### config.mk
export PLATFORM = sky130hd
export DESIGN_NAME = stacker_controller
export DESIGN_NICKNAME = d
export VERILOG_FILES = /design/src/rtl/stacker_controller.sv
export SDC_FILE = /design/constraint.sdc
export NUM_CORES = 1
export LEC_CHECK = 0
export CAP_MARGIN = 20
export CORE_ASPECT_RATIO = 1.25
export CORE_UTILIZATION = 25
export CTS_BUF_LIST = sky130_fd_sc_hd__clkbuf_2 sky130_fd_sc_hd__clkbuf_4 sky130_fd_sc_hd__clkbuf_8
export DETAILED_ROUTE_END_ITERATION = 8
export HOLD_SLACK_MARGIN = 0.1
export MAX_ROUTING_LAYER = met4
export SYNTH_ARGS = -nofsm -noshare
export SYNTH_HDL_FRONTEND = slang
export SYNTH_SLANG_ARGS = --single-unit
### constraint.sdc
create_clock -name clk -period 3.85 [get_ports clk]
set_input_delay 0.5775 -clock clk [delete_from_list [all_inputs] [get_ports clk]]
set_output_delay 0.5775 -clock clk [all_outputs]
set_load 0.05 [all_outputs]
### src/rtl/stacker_controller.sv
// Stacker arcade game controller: sweeps a stack of blocks across the playfield,
// trims it against the row below on each drop, and issues row draw requests.
module stacker_controller #(
  parameter int STEP_DIV    = 4,
  parameter int NUM_COLS    = 13,
  parameter int NUM_ROWS    = 10,
  parameter int START_WIDTH = 3
) (
  input  logic       clk,
  input  logic       reset,
  input  logic       start,
  input  logic       drop,
  input  logic       draw_ack,
  output logic       draw_req,
  output logic [9:0] draw_x,
  output logic [8:0] draw_y,
  output logic [7:0] draw_len,
  output logic [3:0] row,
  output logic       game_over,
  output logic       game_won
);

  localparam int TW = (STEP_DIV > 1) ? $clog2(STEP_DIV) : 1;
  localparam logic [TW-1:0] TICK_LAST = TW'(STEP_DIV - 1);
  localparam logic [1:0]    W_INIT    = 2'(START_WIDTH);
  localparam logic [3:0]    ROW_LAST  = 4'(NUM_ROWS - 1);
  localparam logic [4:0]    COL_LIMIT = 5'(NUM_COLS);

  typedef enum logic [2:0] {IDLE, DRAW, MOVE, EVAL, LOSE, WIN} state_t;
  typedef enum logic {RET_MOVE, RET_NEXT} ret_t;

  state_t          state;
  ret_t            ret;
  logic [3:0]      col, prev_col;
  logic [1:0]      width, prev_width;
  logic            dir;
  logic [TW-1:0]   tick;

  logic [3:0]      step_col;
  logic            step_dir;
  logic [4:0]      span_end, prev_end, left, right;
  logic [3:0]      eval_col;
  logic [1:0]      eval_width;
  logic            eval_fail;

  function automatic logic [9:0] px_x(input logic [3:0] c);
    return 10'(c) * 10'd48;
  endfunction

  function automatic logic [8:0] px_y(input logic [3:0] r);
    return 9'd432 - 9'(r) * 9'd48;
  endfunction

  function automatic logic [7:0] px_len(input logic [1:0] w);
    return 8'(w) * 8'd48;
  endfunction

  assign span_end = {1'b0, col} + {3'b0, width};
  assign prev_end = {1'b0, prev_col} + {3'b0, prev_width};

  // Reverse at the walls by stepping back immediately, so the stack never overruns.
  always_comb begin
    step_col = col;
    step_dir = dir;
    if (!dir && span_end == COL_LIMIT) begin
      step_dir = 1'b1;
      step_col = col - 4'd1;
    end else if (dir && col == 4'd0) begin
      step_dir = 1'b0;
      step_col = col + 4'd1;
    end else begin
      step_col = dir ? col - 4'd1 : col + 4'd1;
    end
  end

  always_comb begin
    left       = (col > prev_col) ? {1'b0, col} : {1'b0, prev_col};
    right      = (span_end < prev_end) ? span_end : prev_end;
    eval_fail  = 1'b0;
    eval_col   = col;
    eval_width = width;
    if (row != 4'd0) begin
      eval_fail  = (right <= left);
      eval_col   = left[3:0];
      eval_width = 2'(right - left);
    end
  end

  always_ff @(posedge clk) begin
    if (reset) begin
      state      <= IDLE;
      ret        <= RET_MOVE;
      draw_req   <= 1'b0;
      draw_x     <= '0;
      draw_y     <= 9'd432;
      draw_len   <= px_len(W_INIT);
      row        <= '0;
      game_over  <= 1'b0;
      game_won   <= 1'b0;
      col        <= '0;
      width      <= W_INIT;
      dir        <= 1'b0;
      tick       <= '0;
      prev_col   <= '0;
      prev_width <= '0;
    end else begin
      case (state)
        IDLE, LOSE, WIN: begin
          if (start) begin
            row       <= '0;
            col       <= '0;
            dir       <= 1'b0;
            width     <= W_INIT;
            tick      <= '0;
            ret       <= RET_MOVE;
            state     <= DRAW;
            draw_req  <= 1'b1;
            draw_x    <= '0;
            draw_y    <= px_y(4'd0);
            draw_len  <= px_len(W_INIT);
            game_over <= 1'b0;
            game_won  <= 1'b0;
          end
        end
        DRAW: begin
          if (draw_ack) begin
            if (ret == RET_MOVE) begin
              draw_req <= 1'b0;
              state    <= MOVE;
            end else if (row == ROW_LAST) begin
              draw_req <= 1'b0;
              game_won <= 1'b1;
              state    <= WIN;
            end else begin
              // Advancing a row goes straight into the next draw, so draw_req stays high.
              row      <= row + 4'd1;
              col      <= '0;
              dir      <= 1'b0;
              tick     <= '0;
              ret      <= RET_MOVE;
              draw_x   <= '0;
              draw_y   <= px_y(row + 4'd1);
              draw_len <= px_len(width);
            end
          end
        end
        MOVE: begin
          if (drop) begin
            state <= EVAL;
          end else if (tick == TICK_LAST) begin
            tick     <= '0;
            col      <= step_col;
            dir      <= step_dir;
            ret      <= RET_MOVE;
            state    <= DRAW;
            draw_req <= 1'b1;
            draw_x   <= px_x(step_col);
            draw_y   <= px_y(row);
            draw_len <= px_len(width);
          end else begin
            tick <= tick + 1'b1;
          end
        end
        EVAL: begin
          if (eval_fail) begin
            game_over <= 1'b1;
            state     <= LOSE;
          end else begin
            col        <= eval_col;
            width      <= eval_width;
            prev_col   <= eval_col;
            prev_width <= eval_width;
            ret        <= RET_NEXT;
            state      <= DRAW;
            draw_req   <= 1'b1;
            draw_x     <= px_x(eval_col);
            draw_y     <= px_y(row);
            draw_len   <= px_len(eval_width);
          end
        end
        default: state <= IDLE;
      endcase
    end
  end

endmodule

==> metrics, run 1 <==
status=finished clean; Max FO, Critical Path=11; Arr. time, crit path=4.01 ns; worst-skew pair later-pin latency=0.30 ns; Tot Pwr=2.312 mW; Synth Area in Simple Gates=19.99%; worst r2r src=width[0]$_SDFFE_PP1P_; EDFF count, synth=0; Synth Area in Adders=18.68%; Multi-input gate area=2668 um^2; slowest stage delay, CP=0.40 ns; number of global-route vias before repair=3283; Seq/Total Area, Yosys=22.73%; Yosys reg bits=40; vias after detailed routing=3371; clock-pin slew on the worst setup and hold paths=0.08 ns; total CTS buffers=5; CTS tree=yes; DRC viols=0; RSZ-0062 raised after global routing=true; Worst IR Drop VDD=0.3316 mV; number of I/O port buffers=26; core area=13810 um^2; Switching Share=45.69%; Switch Pwr=1.056 mW; DP Wirelength=7.607 mm; pins over their slew limit=0; Congestion Overflow GR=0; Die Span X=108.2 um; Ports=39; root buf cell=clkbuf_8; Total Routing Usage GR=14.30%; Layout Cell Area excl Fill=4438 um^2; Hold Crit Start=draw_x[5]$_SDFFE_PP0P_; Syn-to-layout area delta=25.96%; Worst EP required=4.05 ns; hold path cells=2; unique cell type count in the Yosys netlist=65; Ant. Diodes=0; Final Wtd Congestion=0.9060; register area=804.5 um^2; layout cells sized above 1=17.61%; H-tree depth=2; first-pass GRT wire length=16.10 mm; Cell Pwr Density=520.8 nW/um^2; Int Power=1.255 mW; fillcell total=1460; R2R depth=20; fin crit period=3.810 ns; WL per Instance=14.98 um; clk sinks=40; largest family of logic cells by synthesized area=compound AO/OA/AOI/OAI gates; worst-path cell chain=ha_4, fa_2, xnor2_2, inv_2, ha_4, a21oi_4, o21ai_4, a31oi_4, buf_6, mux2i_2, ha_1, o21ai_2, a21oi_2, o21ai_2, and3_4, a21o_4, buf_6, buf_8, nor3_4, a32o_1; maximum clock rate=262.4 MHz; die area=14580 um^2; post-synthesis compound-gate area fraction=23.12%; mux contribution to synthesized area=3.977%; clock share of power=12.9%; Synth warnings=0; pin count of the biggest net entering global routing=23; drt via density=5.039; final setup violation count=0; drt first-iter violations=236; synthesized area per cell=7.900 um^2; type of origin of the critical path=flip-flop; max_slew headroom=47.76%; max_cap viols=0; Final Hold Viols=0; Hold-fix buffers, CTS=0; CP top delay family=compound AO/OA/AOI/OAI gates; Post-synth ARST share=0%; Setup Crit Path Kind=reg -> reg; CP Capture Type=flip-flop; CTS Buffer Depth=2; Top FF cell, synth=dfxtp_1; Slew @ Worst Pin=0.7819 ns; Die Y=134.7 um; Worst Hold Path EP=draw_x[5]$_SDFFE_PP0P_; post-route ant nets=0; Comb power frac=65.0%; Area after DPL=4079 um^2; sequential power share=22.1%; row count=48; Initial Utilization=25.51%; Setup Skew=0.008742 ns; R2R setup slack=0.04 ns; Hold Crit Class=reg -> reg; final worst-path cycle share=98.97%; Nets=547; Pre-antenna DRT Iters=4; initial antenna violation count=0; final wirelength=10.02 mm; crit path buf inv count=4; Post-Syn Area=3523 um^2; Max stage delay cell, worst path=fa_2; Critical R2R Capture=draw_x[8]$_SDFFE_PP0P_; Synth Instances=446; P_leak=1.825 nW; Synth Area in XOR/XNOR=3.480%
==> cells in the mapped netlist (10+ instances only) <==
library cell | instances | area, um^2
a21oi_1 | 46 | 230.2
buf_4 | 14 | 105.1
clkbuf_1 | 11 | 41.29
dfxtp_1 | 40 | 800.8
ha_1 | 43 | 538.0
inv_1 | 26 | 97.59
nand2_1 | 35 | 131.4
nand3_1 | 13 | 65.06
nor2_1 | 40 | 150.1
nor3_1 | 15 | 75.07
o21ai_0 | 29 | 145.1
xnor2_1 | 10 | 87.58
==> cells by family (layout without fill, tap and decap cells) <==
logic type               Yosys count  after routing
buffers and inverters             59             96
adder cells (fa/ha/maj)           49             49
AO/OA/AOI/OAI                    126            126
AND/OR/NAND/NOR                  144            144
flip-flops                        40             40
multiplexers                      13             13
other                              1             12
XOR/XNOR                          14             14
==> cell usage in the layout (no fill, tap or decap), drive strengths merged, types with 7 or more instances in the layout <==
cell type / Yosys / final
a211oi: 8 / 8
inv: 26 / 26
conb: 1 / 12
a21oi: 46 / 46
and2: 8 / 8
mux2i: 8 / 8
nand3: 14 / 14
nor3: 15 / 15
nand2: 35 / 35
dfxtp: 40 / 40
buf: 22 / 36
o21ai: 30 / 30
ha: 43 / 43
nor2: 40 / 40
clkdlybuf4s50: 0 / 26
xnor2: 10 / 10
a21o: 7 / 7
==> how the worst max path moves through the flow <==
stage	from	endpoint	slack, ns	depth (start not counted)
floorplan	width[0]$_SDFFE_PP1P_	col[0]$_SDFFE_PP0P_	0.008	18
global placement	width[0]$_SDFFE_PP1P_	col[0]$_SDFFE_PP0P_	0.02	18
detailed placement	width[0]$_SDFFE_PP1P_	draw_x[9]$_SDFFE_PP0P_	0.01	17
CTS	width[0]$_SDFFE_PP1P_	draw_x[9]$_SDFFE_PP0P_	0.003	17
global route	width[0]$_SDFFE_PP1P_	draw_x[8]$_SDFFE_PP0P_	-0.12	20
finish	width[0]$_SDFFE_PP1P_	draw_x[8]$_SDFFE_PP0P_	0.04	20
==> sequential cells by signal, indices dropped and copies added (netlist names) <==
name and cells:
ret 1, game_over 1, row 4, tick 2, game_won 1, draw_len 4
prev_width 2, draw_y 5, col 4, prev_col 4, width 2, draw_x 5
draw_req 1, state 3, dir 1
==> power groups by stage <==
stage | clock (mW) | combinational (mW) | sequential, mW
floorplan | 0 | 0.798 | 0.558
global placement | 0 | 1.19 | 0.516
detailed placement | 0 | 1.21 | 0.517
CTS | 0.308 | 1.22 | 0.508
global route | 0.324 | 1.61 | 0.518
finish | 0.299 | 1.50 | 0.510
==> area by class of cell <==
| type | instances | share of cell area [%] |
|---|---|---|
| Tap cell | 175 | 4.934 |
| Multi-Input combinational cell | 358 | 60.11 |
| Sequential cell | 40 | 18.13 |
| Inverter | 26 | 2.199 |
| Clock inverter | 2 | 0.2255 |
| Timing Repair Buffer | 62 | 12.55 |
| Clock buffer | 6 | 1.861 |
==> worst reg2reg max path: cells and delay by family (launching register included) <==
kind	cells	cell delay (ns)
compound gates	8	1.16
mux	1	0.20
flops	1	0.34
fa+ha+maj	4	1.08
buf+inv	4	0.45
simple gates	2	0.25
xor+xnor	1	0.23
==> stage by stage <==
stage	instances	utilization (%)	hold WS, ns	worst slack [ns]	TNS (ns)
floorplan	457	-	0.4441	0.007848	0
global placement	652	29.53	0.4546	0.02306	0
detailed placement	652	29.53	0.4492	0.01477	0
CTS	660	30.31	0.4712	0.003159	0
global route	669	32.13	0.4949	-0.1242	-1.082
finish	669	32.13	0.4676	0.03957	0
==> timing repair <==
item                                    4_1_cts  5_1_grt
endpoints found under the setup margin        2       30
gates resized for setup                       2       42
setup buffers                                 0        9
gates cloned                                  0        0
pin swaps                                     1       19
==> layer usage <==
metal | vias to the layer above | GRT usage, % | share of wire (%)
li1 | 1666 | - | -
met1 | 1584 | 16.55 | 43
met2 | 98 | 23.99 | 50
met3 | 23 | 1.158 | 3.4
met4 | 0 | 8.371 | 3.5
met5 | - | - | 0
Note: power is estimated with default switching activity, not from simulation.
==> inputs of run 2 (changes only) <==
- HOLD_SLACK_MARGIN: 0.1 -> default
==> results of run 2 <==
Final layout, timing and power as in run 1 (identical DEF).
==> inputs of run 3 (changes only) <==
- MAX_ROUTING_LAYER: met4 -> default
- clock period: 3.85 -> 4.2 ns (I/O delays scaled with it)
==> run 3 against run 2 <==
  * Flip-flop and latch count did not move
  * Sequential power down 7.6%
  * Setup slack gained 0.16 ns
  * Combinational power fell by 27%
  * Clock skew increased by 0.00072 ns
  * Design area is 6.6% lower
  * First-iteration DRC count fell by 19%
  * Via count decreased by 1.7%
  * Non-clock buffer count fell by 19
  * Register-to-register slack improved by 0.16 ns
  * Global-route usage fell by 0.20 points
  * Largest cell class unchanged
  * Largest power group unchanged
==> metrics, run 3 (synthesis gave the netlist of run 1 again) <==
number of global-route vias before repair=3359 (+2.3%); first-pass GRT wire length=16.29 mm (+1.2%); Final TNS setup=0 ns (unchanged); vias after detailed routing=3314 (-1.7%); Comb power frac=57.1% (-7.9 points); Int Power=1.055 mW (-16%); Post-CTS Setup Bufs=0 (unchanged); number of I/O port buffers=26 (unchanged); Ant. Diodes=0 (unchanged); Worst IR Drop VDD=0.2365 mV (-29%); P_leak=1.696 nW (-7.1%); drt via density=5.098 (+1.2%); DP Wirelength=7.527 mm (-1.1%); layout cells sized above 1=9.263% (-8.3 points); CTS tree=yes; CTS Buffer Depth=2 (unchanged); post-route ant nets=0 (unchanged); Nets=528 (-3.5%); clk sinks=40 (unchanged); hold path cells=2 (unchanged); Pre-antenna DRT Iters=5 (+1); WL per Instance=14.86 um (-0.85%); Worst Hold Path EP=draw_x[6]$_SDFFE_PP0P_; Final Wtd Congestion=0.8934 (-1.4%); Worst EP required=4.42 ns (+0.37 ns); Die Span X=108.2 um (unchanged); CP Capture Type=flip-flop; initial antenna violation count=0 (unchanged); CTS resizes=0 (-2); most common cell after layout, fill and taps aside=a21oi_1; clock-pin slew on the worst setup and hold paths=0.08 ns (about the same); most frequent cells in the layout=a21oi_1 (45), ha_1 (42), nor2_1 (40), dfxtp_1 (40), nand2_1 (35); final worst-path cycle share=95.21% (-3.8 points); R2R setup slack=0.20 ns (+0.16 ns); maximum clock rate=250.1 MHz (-4.7%); Critical R2R Capture=draw_x[9]$_SDFFE_PP0P_; Post-Route Utilization=30.02% (-2.1 points); Hold Crit Start=draw_x[6]$_SDFFE_PP0P_; clock share of power=18.4% (+5.5 points); status=finished clean; Slew @ Worst Pin=0.7659 ns (-0.01596 ns); total CTS buffers=5 (unchanged); Setup Skew=0.009466 ns (+0.0007238 ns); root buf cell=clkbuf_8; Final Hold Viols=0 (unchanged); Setup Crit Path Kind=reg -> reg; Switch Pwr=0.8676 mW (-18%); Total Routing Usage GR=14.10% (-0.20 points); pins over their slew limit=0 (unchanged); max_cap viols=0 (unchanged); Die Y=134.7 um (unchanged); die area=14580 um^2 (unchanged); sequential power share=24.5% (+2.4 points); pin count of the biggest net entering global routing=23 (unchanged); final wirelength=9.657 mm (-3.7%); max_slew headroom=48.87% (+1.1 points); worst r2r src=width[0]$_SDFFE_PP1P_; Hold-fix buffers, CTS=0 (unchanged); drt first-iter violations=191 (-19%); type of origin of the critical path=flip-flop; Hold Crit Class=reg -> reg; fin crit period=3.999 ns (+0.1885 ns); Congestion Overflow GR=0 (unchanged); Arr. time, crit path=4.22 ns (+0.21 ns); Initial Utilization=25.51% (unchanged); DRC viols=0 (unchanged); Cell Pwr Density=463.7 nW/um^2 (-11%); final setup violation count=0 (unchanged); worst-skew pair later-pin latency=0.31 ns (about the same); Switching Share=45.13% (-0.56 points); row count=48 (unchanged); Max FO, Critical Path=6 (-5); RSZ-0062 raised after global routing=false; Top Registers=draw_x x5, draw_y x5; Ports=39 (unchanged); core area=13810 um^2 (unchanged); H-tree depth=2 (unchanged); Syn-to-layout area delta=17.68%; R2R depth=17 (-15%)
run 3: worst max-delay path, cell delays in order, from the launching register on:
cell and delay (ns):
dfxtp_1 0.32, ha_2 0.21, fa_2 0.39, xnor2_2 0.16, inv_1 0.09, ha_1 0.32
a21oi_2 0.14, o21ai_2 0.08, a31oi_4 0.19, mux2_2 0.36, ha_1 0.29, o21ai_0 0.08
a21oi_1 0.12, o21ai_1 0.10, and3_1 0.20, a21o_1 0.25, or4_1 0.51, a21oi_1 0.13
run 3: how the worst max path moves through the flow:
stage                                startpoint                endpoint
after floorplan             col[0]$_SDFFE_PP0P_  draw_x[9]$_SDFFE_PP0P_
after global routing      width[0]$_SDFFE_PP1P_  draw_x[9]$_SDFFE_PP0P_
after detailed placement  width[0]$_SDFFE_PP1P_  draw_x[9]$_SDFFE_PP0P_
after CTS                 width[0]$_SDFFE_PP1P_  draw_x[9]$_SDFFE_PP0P_
final                     width[0]$_SDFFE_PP1P_  draw_x[9]$_SDFFE_PP0P_
after global placement    width[0]$_SDFFE_PP1P_  draw_x[9]$_SDFFE_PP0P_
run 3: per-stage QoR:
stage	area [um^2]	setup WS [ns]	cells	hold slack (ns)	total power, mW
2_1_floorplan	3565	0.1346	457	0.4441	1.234
3_3_place_gp	3990	0.1650	642	0.4465	1.516
3_5_place_dp	3990	0.09462	642	0.4485	1.547
4_1_cts	4116	0.06096	650	0.4603	1.906
5_1_grt	4146	0.002472	650	0.4956	2.075
6_report	4146	0.2011	650	0.4558	1.923
run 3: layout make-up:
| class | count | area [um^2] |
|---|---|---|
| Sequential cell | 40 | 800.8 |
| Timing Repair Buffer | 43 | 391.6 |
| Fill cell | 1485 | 9667 |
| Inverter | 26 | 97.59 |
| Multi-Input combinational cell | 358 | 2511 |
| Clock inverter | 1 | 30.03 |
| Clock buffer | 7 | 96.34 |
| Tap cell | 175 | 219.0 |
run 3: per-layer routing:
| layer | GRT usage, % | vias up | share of wire (%) |
|---|---|---|---|
| li1 | - | 1622 | - |
| met1 | 15.71 | 1589 | 41 |
| met2 | 25.34 | 82 | 52 |
| met3 | 1.448 | 21 | 3.0 |
| met4 | 8.752 | 0 | 4.0 |
| met5 | 0 | - | 0 |
run 3: power groups by stage:
stage / clock network, mW / registers [mW] / logic [mW]
after floorplan: 0 / 0.511 / 0.723
after global placement: 0 / 0.479 / 1.04
after detailed placement: 0 / 0.479 / 1.07
after CTS: 0.361 / 0.471 / 1.07
after global routing: 0.374 / 0.479 / 1.22
final: 0.354 / 0.471 / 1.10
